`src/rtl/mouse_pkg.sv`:
```
// Shared definitions for the PS/2 mouse packet tracker: FSM encoding,
// byte0 bit positions and the latched byte0 field layout.
package mouse_pkg;

  typedef enum logic [1:0] {
    WAIT_B0 = 2'd0,
    WAIT_B1 = 2'd1,
    WAIT_B2 = 2'd2
  } state_t;

  localparam int SYNC_BIT  = 3;
  localparam int XSIGN_BIT = 4;
  localparam int YSIGN_BIT = 5;
  localparam int XOVF_BIT  = 6;
  localparam int YOVF_BIT  = 7;

  // Only the byte0 fields that matter after it has been accepted.
  typedef struct packed {
    logic       yovf;
    logic       xovf;
    logic       ysign;
    logic       xsign;
    logic [2:0] btn;
  } b0_t;

  // Signed 9-bit movement; an overflowed axis contributes no movement.
  function automatic logic [8:0] make_delta(input logic sign, input logic ovf,
                                            input logic [7:0] mag);
    logic [8:0] d;
    if (ovf) begin
      d = 9'd0;
    end else begin
      d = {sign, mag};
    end
    return d;
  endfunction

endpackage

```
`src/rtl/mouse_packet_tracker_if.sv`:
```
// Byte stream from the PS/2 receiver and the cursor/button results.
interface mouse_packet_tracker_if;
  logic [7:0] rx_data;
  logic       rx_done;
  logic [8:0] posX;
  logic [8:0] posY;
  logic [2:0] buttons;
  logic       packet_valid;
  logic       sync_error;

  modport master (
    output rx_data, rx_done,
    input  posX, posY, buttons, packet_valid, sync_error
  );

  modport slave (
    input  rx_data, rx_done,
    output posX, posY, buttons, packet_valid, sync_error
  );
endinterface

```
`src/rtl/axis_clamp.sv`:
```
// One cursor axis: applies a signed delta (added or subtracted) and
// saturates the result to 0..MAX. Purely combinational.
module axis_clamp #(
  parameter int MAX = 319
) (
  input  logic              [8:0] pos,
  input  logic signed       [8:0] delta,
  input  logic                    sub,
  output logic              [8:0] clamped
);

  localparam logic signed [10:0] MAX_S = 11'(MAX);
  localparam logic        [8:0]  MAX_U = 9'(MAX);

  logic signed [10:0] pos_ext_s;
  logic signed [10:0] delta_ext_s;
  logic signed [10:0] sum_s;

  // Widen to 11 bits so the sum can never wrap, then saturate.
  always_comb begin
    pos_ext_s   = $signed({2'b00, pos});
    delta_ext_s = $signed({{2{delta[8]}}, delta});
    if (sub) begin
      sum_s = pos_ext_s - delta_ext_s;
    end else begin
      sum_s = pos_ext_s + delta_ext_s;
    end
    if (sum_s[10]) begin
      clamped = 9'd0;
    end else if (sum_s > MAX_S) begin
      clamped = MAX_U;
    end else begin
      clamped = sum_s[8:0];
    end
  end

endmodule

```
`src/rtl/mouse_packet_tracker.sv`:
```
// Assembles 3-byte PS/2 mouse packets into a clamped absolute cursor
// position plus button state, resynchronising on bad byte0 or stalls.
module mouse_packet_tracker
  import mouse_pkg::*;
#(
  parameter int X_MAX          = 319,
  parameter int Y_MAX          = 239,
  parameter int X_INIT         = 160,
  parameter int Y_INIT         = 120,
  parameter int TIMEOUT_CYCLES = 2_000_000
) (
  input  logic                  clk,
  input  logic                  reset,
  mouse_packet_tracker_if.slave bus
);

  localparam int            CW      = $clog2(TIMEOUT_CYCLES);
  localparam logic [CW-1:0] TO_LAST = CW'(TIMEOUT_CYCLES - 1);

  state_t        state_r, state_next_s;
  b0_t           b0_r;
  logic [7:0]    b1_r;
  logic [CW-1:0] cnt_r;

  logic       timeout_s;
  logic       latch_b0_s, latch_b1_s, commit_s, sync_err_s;
  logic [8:0] dx_s, dy_s, new_x_s, new_y_s;

  // Stall detect: only mid-packet, and a byte arriving this cycle wins.
  always_comb begin
    timeout_s = (state_r != WAIT_B0) && !bus.rx_done && (cnt_r == TO_LAST);
  end

  // FSM state register.
  always_ff @(posedge clk or negedge reset) begin
    if (!reset) begin
      state_r <= WAIT_B0;
    end else begin
      state_r <= state_next_s;
    end
  end

  // FSM next-state: advance per received byte, fall back to WAIT_B0 on stall.
  always_comb begin
    state_next_s = state_r;
    case (state_r)
      WAIT_B0: begin
        if (bus.rx_done && bus.rx_data[SYNC_BIT]) state_next_s = WAIT_B1;
        else                                      state_next_s = WAIT_B0;
      end
      WAIT_B1: begin
        if (bus.rx_done)    state_next_s = WAIT_B2;
        else if (timeout_s) state_next_s = WAIT_B0;
        else                state_next_s = WAIT_B1;
      end
      WAIT_B2: begin
        if (bus.rx_done || timeout_s) state_next_s = WAIT_B0;
        else                          state_next_s = WAIT_B2;
      end
      default: state_next_s = WAIT_B0;
    endcase
  end

  // FSM actions: which byte to latch, when to commit, when to flag resync.
  always_comb begin
    latch_b0_s = 1'b0;
    latch_b1_s = 1'b0;
    commit_s   = 1'b0;
    sync_err_s = 1'b0;
    case (state_r)
      WAIT_B0: begin
        if (bus.rx_done) begin
          if (bus.rx_data[SYNC_BIT]) latch_b0_s = 1'b1;
          else                       sync_err_s = 1'b1;
        end else begin
          latch_b0_s = 1'b0;
        end
      end
      WAIT_B1: begin
        if (bus.rx_done)    latch_b1_s = 1'b1;
        else if (timeout_s) sync_err_s = 1'b1;
        else                latch_b1_s = 1'b0;
      end
      WAIT_B2: begin
        if (bus.rx_done)    commit_s   = 1'b1;
        else if (timeout_s) sync_err_s = 1'b1;
        else                commit_s   = 1'b0;
      end
      default: sync_err_s = 1'b0;
    endcase
  end

  // Inter-byte stall counter, idle while waiting for byte0.
  always_ff @(posedge clk or negedge reset) begin
    if (!reset) begin
      cnt_r <= '0;
    end else if (state_r == WAIT_B0 || bus.rx_done || timeout_s) begin
      cnt_r <= '0;
    end else begin
      cnt_r <= cnt_r + CW'(1);
    end
  end

  // Packet byte holding registers.
  always_ff @(posedge clk or negedge reset) begin
    if (!reset) begin
      b0_r <= '0;
      b1_r <= 8'd0;
    end else begin
      if (latch_b0_s) begin
        b0_r.yovf  <= bus.rx_data[YOVF_BIT];
        b0_r.xovf  <= bus.rx_data[XOVF_BIT];
        b0_r.ysign <= bus.rx_data[YSIGN_BIT];
        b0_r.xsign <= bus.rx_data[XSIGN_BIT];
        b0_r.btn   <= bus.rx_data[2:0];
      end
      if (latch_b1_s) begin
        b1_r <= bus.rx_data;
      end
    end
  end

  // Movement deltas; byte2 is consumed straight from the receiver.
  always_comb begin
    dx_s = make_delta(b0_r.xsign, b0_r.xovf, b1_r);
    dy_s = make_delta(b0_r.ysign, b0_r.yovf, bus.rx_data);
  end

  axis_clamp #(.MAX(X_MAX)) u_clamp_x (
    .pos(bus.posX), .delta(dx_s), .sub(1'b0), .clamped(new_x_s)
  );

  // PS/2 +Y is up while screen Y grows downward, hence subtraction.
  axis_clamp #(.MAX(Y_MAX)) u_clamp_y (
    .pos(bus.posY), .delta(dy_s), .sub(1'b1), .clamped(new_y_s)
  );

  // Registered outputs: cursor/buttons update on commit, pulses last one cycle.
  always_ff @(posedge clk or negedge reset) begin
    if (!reset) begin
      bus.posX         <= 9'(X_INIT);
      bus.posY         <= 9'(Y_INIT);
      bus.buttons      <= 3'd0;
      bus.packet_valid <= 1'b0;
      bus.sync_error   <= 1'b0;
    end else begin
      bus.packet_valid <= commit_s;
      bus.sync_error   <= sync_err_s;
      if (commit_s) begin
        bus.posX    <= new_x_s;
        bus.posY    <= new_y_s;
        bus.buttons <= b0_r.btn;
      end
    end
  end

endmodule

```
`src/flat_wrapper.sv`:
```
// flat-port wrapper written by rule: the top's interface ports become plain ports
module mouse_packet_tracker_flat import mouse_pkg::*;
#(
  parameter int X_MAX          = 319,
  parameter int Y_MAX          = 239,
  parameter int X_INIT         = 160,
  parameter int Y_INIT         = 120,
  parameter int TIMEOUT_CYCLES = 2_000_000
)
  (clk, reset, bus_rx_data, bus_rx_done, bus_posX, bus_posY, bus_buttons, bus_packet_valid, bus_sync_error);
  mouse_packet_tracker_if bus_i ();
  input  logic clk;
  input  logic reset;
  input wire logic [$bits(bus_i.rx_data)-1:0] bus_rx_data;
  input wire logic [$bits(bus_i.rx_done)-1:0] bus_rx_done;
  output wire logic [$bits(bus_i.posX)-1:0] bus_posX;
  output wire logic [$bits(bus_i.posY)-1:0] bus_posY;
  output wire logic [$bits(bus_i.buttons)-1:0] bus_buttons;
  output wire logic [$bits(bus_i.packet_valid)-1:0] bus_packet_valid;
  output wire logic [$bits(bus_i.sync_error)-1:0] bus_sync_error;
  assign bus_i.rx_data = bus_rx_data;
  assign bus_i.rx_done = bus_rx_done;
  assign bus_posX = bus_i.posX;
  assign bus_posY = bus_i.posY;
  assign bus_buttons = bus_i.buttons;
  assign bus_packet_valid = bus_i.packet_valid;
  assign bus_sync_error = bus_i.sync_error;
  mouse_packet_tracker #(.X_MAX(X_MAX), .Y_MAX(Y_MAX), .X_INIT(X_INIT), .Y_INIT(Y_INIT), .TIMEOUT_CYCLES(TIMEOUT_CYCLES)) u_core (.clk(clk), .reset(reset), .bus(bus_i));
endmodule
```
`config.mk`:
```
export PLATFORM = sky130hd
export DESIGN_NAME = mouse_packet_tracker_flat
export DESIGN_NICKNAME = d
export VERILOG_FILES = /design/src/rtl/mouse_pkg.sv /design/src/rtl/mouse_packet_tracker_if.sv /design/src/rtl/axis_clamp.sv /design/src/rtl/mouse_packet_tracker.sv /design/src/flat_wrapper.sv
export SDC_FILE = /design/constraint.sdc
export NUM_CORES = 1
export LEC_CHECK = 0
export CORE_MARGIN = 2
export CORE_UTILIZATION = 45
export DETAILED_ROUTE_END_ITERATION = 16
export DONT_BUFFER_PORTS = 1
export PLACE_DENSITY = 0.61
export REMOVE_ABC_BUFFERS = 1
export SYNTH_ARGS = -nofsm -noshare
export SYNTH_HDL_FRONTEND = slang
export SYNTH_SLANG_ARGS = --single-unit
```
`constraint.sdc`:
```
create_clock -name clk -period 5.31 [get_ports clk]
set_input_delay 1.062 -clock clk [delete_from_list [all_inputs] [get_ports clk]]
set_output_delay 1.062 -clock clk [all_outputs]
set_load 0.05 [all_outputs]
```
==> results.json <==
{
  "outcome": "complete, no violations",
  "numPortBuffers": 0,
  "htreeDepth": 3,
  "r2r_end": "u_core.bus.posX[7]",
  "synth_edf_count": 0,
  "clk_pin_slew_ns": 0.07,
  "period_share_pct": 55.1,
  "r2r_start": "u_core.bus.posX[0]",
  "grt_usage_pct": 17.9,
  "wl_per_cell_um": 15.6,
  "viasPerCell": 5.48,
  "core_area_um2": 8090,
  "setup_violations": 0,
  "synth-main-ff-cell": "dfrtp_1",
  "slew_violations": 0,
  "drt_pre_antenna_iters": 4,
  "critPathKind": "register to register",
  "hold_violations": 0,
  "start_util_pct": 45.7,
  "comb_power_share_pct": 45.1,
  "fmax_mhz": 342,
  "async_flop_share_pct": 100,
  "rsz0062_at_grt": "false",
  "synth.most_common_cell": "dfrtp_1",
  "drt_iter0_drc": 62,
  "grt_pass1_wl_um": 12300,
  "synthToLayoutAreaGrowth_pct": 7.55,
  "seq_power_share_pct": 38.8,
  "gp_congestion": 0.866,
  "overflow": 0,
  "ios": 34,
  "wirelength_um": 7330,
  "fp.dieW_um": 94.6,
  "cts_tree": "built",
  "r2r_cells": 9,
  "clock_latency_ns": 0.34,
  "ant_nets": 0,
  "yosys_warnings": 0,
  "critPathMaxFanout": 3,
  "slew_headroom_pct": 55.0,
  "tightest_slew_ns": 0.673,
  "die_area_um2": 8950,
  "grt_max_degree": 62,
  "cts_buffer_depth": 2,
  "postCtsSetupBuffers": 0,
  "clockPowerShare_pct": 16.1,
  "min_path_type": "input port to asynchronous set/reset pin",
  "fin_skew_ns": 0.00727,
  "drc": 0,
  "synth_top_cells_by_count": "dfrtp_1, nor2_1, nand2_1",
  "p_per_area_nw_per_um2": 643,
  "cts-root-buf": "clkbuf_8",
  "p_int_w": 0.00137,
  "antenna_found_initial": 0,
  "n_antenna_cell": 0,
  "place_hpwl_um": 5320,
  "leakage_nw": 1.78,
  "worstPathArrival_ns": 3.21,
  "synth-seq-area-share_pct": 41.5,
  "finalCriticalPeriod_ns": 2.93,
  "cts_hold_buffers": 0,
  "finalSetupTns_ns": 0,
  "num_rows": 33,
  "cts_sinks": 61,
  "dr_total_vias": 2576,
  "fp.dieH_um": 94.6,
  "layout.nets": 398,
  "syn-cell-area_um2": 3690,
  "ys_top_cells_by_area": "dfrtp_1, ha_1, mux2_2",
  "ys_seq_elements": 61,
  "cts_made_buffers": 9,
  "cp-end-kind": "register",
  "worstPathRequired_ns": 5.59,
  "switching_share_pct": 46.2,
  "synth_cell_types": 56,
  "grt_pass1_vias": 2523,
  "peakVddDrop_mv": 0.318,
  "drv_cap": 0,
  "power_switching_w": 0.00118,
  "synth_top_area_share_pct": 37.3,
  "reg2reg_slack_ns": 2.38,
  "drive_gt1_share_pct": 15.3,
  "start_kind": "register",
  "whs_ns": 0.417,
  "synth_cells": 356,
  "cts-resized-gates": 0,
  "yosysTopAreaCell": "dfrtp_1",
  "syn_avg_cell_area_um2": 10.4
}
## cell usage in the layout, fill, tap and decap left out, types with 6 or more instances in the layout
cell,instances
dfrtp_1,55
nor2_1,34
nand2_1,28
ha_1,25
xnor2_1,20
mux2_2,19
nand3_1,13
nor2b_1,13
a21oi_1,12
inv_1,11
and3_1,11
xor2_1,11
nand2b_1,10
clkbuf_8,10
a221o_1,9
nor3_1,7
a21o_1,7
o21ai_1,6
dfstp_2,6
## worst max path at each step
stage,slack [ns],startpoint,cells past startpoint,end
after floorplan,2.18,bus_rx_data[0],11,u_core.bus.posY[0]
after CTS,2.38,u_core.bus.posX[0],9,u_core.bus.posX[7]
final,2.38,u_core.bus.posX[0],9,u_core.bus.posX[7]
after global routing,2.20,u_core.bus.posX[0],9,u_core.bus.posX[7]
after detailed placement,2.05,bus_rx_data[0],11,u_core.bus.posY[0]
after global placement,2.10,bus_rx_data[0],11,u_core.bus.posY[0]
## per-layer routing
metal | part of all wire [%] | track usage (%)
met2 | 46 | 28.0
met3 | 5.0 | 5.51
met4 | 1.2 | 6.88
met1 | 48 | 23.3
met5 | 0 | 0
## registers in the layout, indices dropped and copies added, names as in the netlist
register and count:
u_core.b0_r 7, u_core.b1_r 8, u_core.bus.buttons 3, u_core.bus.packet_valid 1, u_core.bus.posX 9, u_core.bus.posY 9
u_core.bus.sync_error 1, u_core.cnt_r 21, u_core.state_r 2
## critical path, stage by stage (launching register included)
cell and delay, ns:
dfrtp_1 0.58, ha_1 0.35, fa_1 0.41, a21o_1 0.22, a311o_1 0.37, a21oi_2 0.19, xor2_2 0.11, or2_1 0.25
nor3_1 0.23, a22o_1 0.18
## power groups by stage
stage	registers [W]	logic (W)	clock network (W)
3_3_place_gp	0.00100	0.00113	0
4_1_cts	0.000995	0.00115	0.000425
2_1_floorplan	0.000955	0.000976	0
6_report	0.000992	0.00115	0.000410
3_5_place_dp	0.00100	0.00115	0
5_1_grt	0.00102	0.00128	0.000448
## cell type report
| cell class | instances | area [um2] |
|---|---|---|
| Sequential cell | 61 | 1530 |
| Clock inverter | 5 | 50.0 |
| Tap cell | 105 | 131 |
| Timing Repair Buffer | 1 | 7.51 |
| Fill cell | 781 | 4120 |
| Clock buffer | 11 | 141 |
| Multi-Input combinational cell | 276 | 2070 |
| Inverter | 11 | 41.3 |
## metrics by stage
step / setup slack, ns / cells / power, W / utilization (%) / instance area, um2
6_report: 2.38 / 470 / 0.00255 / 49.1 / 3970
5_1_grt: 2.20 / 470 / 0.00275 / 49.1 / 3970
4_1_cts: 2.38 / 470 / 0.00257 / 49.1 / 3970
3_5_place_dp: 2.05 / 454 / 0.00215 / 46.7 / 3780
3_3_place_gp: 2.10 / 454 / 0.00213 / 46.7 / 3780
2_1_floorplan: 2.18 / 348 / 0.00193 / - / 3640
## logic make-up (layout without fill, tap and decap cells)
group,count (synthesis),in the layout,share of synthesized area [%]
AO/OA/AOI/OAI,64,64,14.1
XOR/XNOR,33,33,8.23
adder cells (fa/ha/maj),27,27,9.55
buffers and inverters,19,28,2.51
flip-flops,61,61,41.5
multiplexers,20,20,6.06
AND/OR/NAND/NOR,132,132,18.0
Power figures use the tool's default switching activity.
